### src/rtl/platform_field.sv
// Platform manager for the Doodle Jump play-field: per-frame scroll, horizontal
// patrol with wall bounce and bottom-to-top recycling, one platform per clock.
//
//  state  | meaning
//  -------+-----------------------------------------------------------
//  INIT   | place platform idx at its start row and a random X
//  RUN    | idle, outputs stable; wait for a frame tick while game_run
//  UPDATE | scroll/move/recycle platform idx using the latched dy
module platform_field #(
    parameter int          N_PLAT    = 8,
    parameter int          H         = 480,
    parameter int          X_MIN     = 140,
    parameter int          X_MAX     = 499,
    parameter int          PLAT_HW   = 20,
    parameter int          SPACING   = 56,
    parameter int          SPEED     = 1,
    parameter logic [15:0] MOVE_MASK = 16'h00AA,
    parameter logic [15:0] SEED      = 16'hACE1
) (
    input  logic                 Clk,
    input  logic                 Reset,
    input  logic                 frame_clk,
    input  logic                 game_run,
    input  logic [9:0]           scroll_dy,
    output logic [10*N_PLAT-1:0] plat_x,
    output logic [10*N_PLAT-1:0] plat_y,
    output logic [N_PLAT-1:0]    plat_moving,
    output logic                 busy,
    output logic                 update_done
);

    localparam int SPAN = X_MAX - X_MIN - 2*PLAT_HW + 1;
    localparam int IW   = (N_PLAT > 1) ? $clog2(N_PLAT) : 1;

    localparam logic [IW-1:0]     LAST      = IW'(N_PLAT - 1);
    localparam logic [N_PLAT-1:0] MASK      = MOVE_MASK[N_PLAT-1:0];
    localparam logic [9:0]        Y_LAST    = 10'(H - 1);
    localparam logic [10:0]       H_W       = 11'(H);
    localparam logic [9:0]        SPAN_W    = 10'(SPAN);
    localparam logic [9:0]        X_LO      = 10'(X_MIN + PLAT_HW);
    localparam logic [9:0]        X_HI      = 10'(X_MAX - PLAT_HW);
    localparam logic [9:0]        RIGHT_LIM = 10'(X_MAX - SPEED - PLAT_HW);
    localparam logic [9:0]        LEFT_LIM  = 10'(X_MIN + SPEED + PLAT_HW);
    localparam logic [9:0]        STEP      = 10'(SPEED);

    generate
        if (N_PLAT < 1 || N_PLAT > 16) begin : g_bad_nplat
            $error("platform_field: N_PLAT must be 1..16");
        end
        if (SPAN < 256 || SPAN > 512) begin : g_bad_span
            $error("platform_field: X_MAX-X_MIN-2*PLAT_HW+1 must be 256..512");
        end
        if ((N_PLAT - 1) * SPACING > H - 21) begin : g_bad_spacing
            $error("platform_field: initial platform stack does not fit the screen");
        end
        if (SEED == 16'h0000) begin : g_bad_seed
            $error("platform_field: SEED must be non-zero");
        end
    endgenerate

    typedef enum logic [1:0] {INIT, RUN, UPDATE} state_t;

    state_t        state, state_nx;
    logic [IW-1:0] idx, idx_nx;
    logic          latch_dy;
    logic          last;

    logic [2:0]  fsync;
    logic        tick;
    logic [15:0] lfsr;
    logic [9:0]  off;
    logic [9:0]  rx;

    logic [9:0]        px [N_PLAT];
    logic [9:0]        py [N_PLAT];
    logic [N_PLAT-1:0] pdir;
    logic [9:0]        dy;

    logic [9:0]  cur_x, cur_y;
    logic        cur_dir;
    logic [10:0] ynew;
    logic [9:0]  init_y;
    logic [9:0]  upd_x, upd_y;
    logic        upd_dir;

    // frame_clk is asynchronous: two flops of synchronisation, third flop for edge detect
    always_ff @(posedge Clk) begin
        if (Reset) begin
            fsync <= '0;
        end else begin
            fsync <= {fsync[1:0], frame_clk};
        end
    end

    assign tick = fsync[1] & ~fsync[2];

    always_ff @(posedge Clk) begin
        if (Reset) begin
            lfsr <= SEED;
        end else begin
            lfsr <= {lfsr[0] ^ lfsr[2] ^ lfsr[3] ^ lfsr[5], lfsr[15:1]};
        end
    end

    // SPAN >= 256 guarantees a single conditional subtract folds 0..511 into range
    always_comb begin
        off = {1'b0, lfsr[8:0]};
        if (off >= SPAN_W) begin
            off = off - SPAN_W;
        end
    end

    assign rx = X_LO + off;

    assign last = (idx == LAST);

    always_ff @(posedge Clk) begin
        if (Reset) begin
            state <= INIT;
            idx   <= '0;
        end else begin
            state <= state_nx;
            idx   <= idx_nx;
        end
    end

    always_comb begin
        state_nx = state;
        idx_nx   = idx;
        latch_dy = 1'b0;
        unique case (state)
            INIT, UPDATE: begin
                if (last) begin
                    state_nx = RUN;
                    idx_nx   = '0;
                end else begin
                    idx_nx = idx + 1'b1;
                end
            end
            RUN: begin
                if (tick && game_run) begin
                    state_nx = UPDATE;
                    idx_nx   = '0;
                    latch_dy = 1'b1;
                end
            end
            default: begin
                state_nx = INIT;
                idx_nx   = '0;
            end
        endcase
    end

    assign cur_x   = px[idx];
    assign cur_y   = py[idx];
    assign cur_dir = pdir[idx];
    assign ynew    = {1'b0, cur_y} + {1'b0, dy};
    assign init_y  = 10'(H - 20 - int'(idx) * SPACING);

    // Recycled platforms skip horizontal motion for the frame they reappear in
    always_comb begin
        upd_x   = cur_x;
        upd_y   = ynew[9:0];
        upd_dir = cur_dir;
        if (ynew > {1'b0, Y_LAST}) begin
            upd_y   = 10'(ynew - H_W);
            upd_x   = rx;
            upd_dir = 1'b1;
        end else if (MASK[idx]) begin
            if (cur_dir) begin
                if (cur_x >= RIGHT_LIM) begin
                    upd_x   = X_HI;
                    upd_dir = 1'b0;
                end else begin
                    upd_x = cur_x + STEP;
                end
            end else begin
                if (cur_x <= LEFT_LIM) begin
                    upd_x   = X_LO;
                    upd_dir = 1'b1;
                end else begin
                    upd_x = cur_x - STEP;
                end
            end
        end
    end

    always_ff @(posedge Clk) begin
        if (Reset) begin
            for (int i = 0; i < N_PLAT; i++) begin
                px[i] <= '0;
                py[i] <= '0;
            end
            pdir        <= '1;
            dy          <= '0;
            update_done <= 1'b0;
        end else begin
            update_done <= 1'b0;
            if (latch_dy) begin
                dy <= (scroll_dy > Y_LAST) ? Y_LAST : scroll_dy;
            end
            unique case (state)
                INIT: begin
                    px[idx]   <= rx;
                    py[idx]   <= init_y;
                    pdir[idx] <= 1'b1;
                end
                UPDATE: begin
                    px[idx]   <= upd_x;
                    py[idx]   <= upd_y;
                    pdir[idx] <= upd_dir;
                    if (last) begin
                        update_done <= 1'b1;
                    end
                end
                default: begin
                end
            endcase
        end
    end

    for (genvar g = 0; g < N_PLAT; g++) begin : g_pack
        assign plat_x[10*g +: 10] = px[g];
        assign plat_y[10*g +: 10] = py[g];
    end

    assign plat_moving = MASK;
    assign busy        = (state != RUN);

endmodule
### config.mk
export PLATFORM = sky130hd
export DESIGN_NAME = platform_field
export DESIGN_NICKNAME = d
export VERILOG_FILES = /design/src/rtl/platform_field.sv
export SDC_FILE = /design/constraint.sdc
export NUM_CORES = 1
export LEC_CHECK = 0
export ABC_CLOCK_PERIOD_IN_PS = 12250
export CORE_MARGIN = 4
export CORE_UTILIZATION = 26
export DETAILED_ROUTE_END_ITERATION = 10
export PLACE_DENSITY = 0.5
export SLEW_MARGIN = 15
export SYNTH_ARGS = -nofsm -noshare
export SYNTH_HDL_FRONTEND = slang
export SYNTH_SLANG_ARGS = --single-unit
### constraint.sdc
create_clock -name Clk -period 12.25 [get_ports Clk]
set_input_delay 2.45 -clock Clk [delete_from_list [all_inputs] [get_ports Clk]]
set_output_delay 2.45 -clock Clk [all_outputs]
set_load 0.02 [all_outputs]
==> reports/metrics.cfg <==
[outcome]
status = finished, final reports clean

[setup_path]
r2r-end = py[4][5]$_SDFFCE_PN0P_
required_ps = 12390
r2r_setup_slack_ps = 6480
r2r_cells = 17
crit_path_start_kind = input port
crit_type = input port to flop
arrival_ps = 5960
endpoint_kind = flop
cp_max_fo = 49

[job]
max_cap_violations = 0

[worst_hold_path]
min_path_type = flop to flop
min_from = lfsr[11]$_SDFF_PP1_
worstHoldPathCells = 1
min_to = lfsr[10]$_SDFF_PP1_

[synth]
synth_ff_type = edfxtp_1
syn_area_per_cell_sq_um = 11.44
synth-seq-area-share_pct = 51.72
postSynth.asyncResetShare_pct = 0
synthesis.area_sq_mm = 0.01107
synth_edf_count = 160
synth_warnings = 0
synthDistinctLibCells = 86
yosys_register_bits = 206
synth_cells = 968

[clocking]
clock_sinks = 206
clkLatencyLatePin_ps = 530
numCtsBuffers = 24
htreeDepth = 1
clk_path_buf_depth = 3
hold_buffers = 0
postCtsSetupBuffers = 0
ctsResizeCount = 0
cts_tree = built
cts.clk_slew.worst_paths_ps = 60
root_buffer = clkbuf_16

[grt]
grt_usage_pct = 16.79
antenna_found_initial = 1
grt_use_met1_pct = 23.63
grt_max_degree = 62
grt_pass1_wl_um = 59020
grt_pass1_vias = 8507
grt_busiest_layer = met2
use_met3_pct = 3.713
overflow = 0
grt_use_met2_pct = 26.52

[power_and_ir_drop]
power.total_mw = 2.039
vdd_ir_drop_max_mv = 0.1147
p_per_area_mw_per_mm2 = 144.3
power_leakage_nw = 5.076

[floorplanning]
die_h_um = 214.3
die_area_sq_mm = 0.04594
core-area_sq_mm = 0.04204
num_rows = 75
die_w_um = 214.3
start_util_pct = 26.33
io_pins = 184

[detailed_routing]
via_per_inst = 5.106
dr.pass1.iters = 7
wl_per_cell_um = 23.70
ant_nets = 0
wl_um = 39950
dr.first_iter.drc_count = 899
route.detailed.drc = 0
vias = 8609

[cells_and_area]
syn_to_final_growth_pct = 27.67
antennaDiodeCount = 0
regArea_sq_mm = 0.005729
multi_input_area_sq_mm = 0.004987
nFillCells = 4227
layout-drive-gt1-share_pct = 13.08
final_nets = 1178
final_area_sq_mm = 0.01413

[sta]
hold_viol = 0
max_slew.worst_pin.slew_ps = 1199
worst_clock_skew_ps = 21.84
hold_slack_ps = 408.9
rsz0062_at_grt = false
fmax_mhz = 171.7
final-max-slew-violation-count = 0
finalSetupTns_ps = 0
slew_headroom_pct = 20.10
min_period_ps = 5823
finalSetupViolCount = 0
post-route-period-util_pct = 47.54

[placed_design]
detailed_place_hpwl_um = 28660
port_buffers = 175
dpl_cell_area_sq_mm = 0.01334
gp_congestion = 0.8320

==> critical path: stages <==
cell and delay (ps):
clkdlybuf4s50_1 390, buf_4 290, nor2_1 660, nand3_1 900, nand2b_1 1240
==> final cells by class <==
class | count | share of cell area [%]
Clock buffer | 27 | 4.329
Tap cell | 539 | 4.772
Sequential cell | 206 | 40.54
Inverter | 23 | 0.6108
Clock inverter | 16 | 1.239
Timing Repair Buffer | 189 | 13.23
Multi-Input combinational cell | 686 | 35.29
==> registers in the layout (all words and copies together), names as in the netlist, named ones only <==
signal / flops
lfsr: 16
py: 80
pdir: 8
idx: 3
fsync: 3
state: 2
dy: 10
px: 80
update_done: 1
==> cells in the mapped netlist (8+ instances only) <==
master	n	area (sq um)
mux2i_1	15	150.1
and3_1	8	50.05
nand3_1	11	55.05
a21o_1	8	60.06
nor4bb_1	8	80.08
clkbuf_1	33	123.9
xnor2_1	10	87.58
o21ai_0	19	95.09
mux4_2	40	900.9
nor3_1	25	125.1
edfxtp_1	160	4805
a21oi_1	13	65.06
dfxtp_1	46	920.9
nand2b_1	17	106.4
a211oi_1	11	82.58
a31oi_1	10	62.56
ha_1	30	375.4
nor2b_1	24	150.1
o21a_1	8	60.06
or2_2	13	81.33
nand2_1	71	266.5
buf_4	9	67.56
xor2_1	9	78.83
inv_1	20	75.07
nor2_1	200	750.7
==> placed cells by master (no fill, tap or decap), types with 9 or more instances in the layout <==
cell,synthesis,layout
a211oi_1,11,11
a21oi_1,13,13
a31oi_1,10,10
buf_4,9,13
clkbuf_16,0,24
clkdlybuf4s50_1,0,175
dfxtp_1,46,43
edfxtp_1,160,160
ha_1,30,30
inv_1,20,20
mux2i_1,15,15
mux4_2,40,40
nand2_1,71,71
nand2b_1,17,13
nand3_1,11,10
nor2_1,200,200
nor2b_1,24,24
nor3_1,25,24
o21ai_0,19,19
or2_2,13,13
xnor2_1,10,10
xor2_1,9,9
==> cell families after synthesis <==
logic type               share of synthesized area [%]
adder cells (fa/ha/maj)                          4.114
AND/OR/NAND/NOR                                  16.84
multiplexers                                     10.63
flip-flops                                       51.72
other                                          0.06784
XOR/XNOR                                         1.503
AO/OA/AOI/OAI                                    11.51
buffers and inverters                            3.617
==> per-stage QoR <==
stage	std cells	setup slack (ps)	utilization [%]
global placement	1642	5608	31.66
global route	1686	6077	33.62
detailed placement	1643	5903	31.74
finish	1686	6427	33.62
CTS	1686	6441	33.61
floorplan	974	6901	-
==> metal layers <==
layer	up-vias	wire, um
met2	364	17930
li1	3898	-
met1	4296	18150
met4	0	907
met5	-	0
met3	51	2959
==> worst max-delay path by stage <==
stage | start | to | slack [ps] | depth (start not counted)
2_1_floorplan | flop | px[0][3]$_SDFFCE_PN0P_ | 6900 | 19
3_3_place_gp | Reset | px[3][5]$_SDFFCE_PN0P_ | 5610 | 5
3_5_place_dp | Reset | px[0][5]$_SDFFCE_PN0P_ | 5900 | 5
4_1_cts | Reset | px[0][2]$_SDFFCE_PN0P_ | 6440 | 5
5_1_grt | flop | py[4][5]$_SDFFCE_PN0P_ | 6080 | 17
6_report | Reset | px[0][8]$_SDFFCE_PN0P_ | 6430 | 5
==> where the power goes <==
part / internal [mW] / switching, mW / total (mW) / leakage, nW
sequential: 0.798 / 0.0408 / 0.839 / 2.04
combinational: 0.182 / 0.297 / 0.480 / 2.65
clock: 0.424 / 0.296 / 0.720 / 0.380
total: 1.40 / 0.634 / 2.04 / 5.08
(Power assumes the default switching activity.)
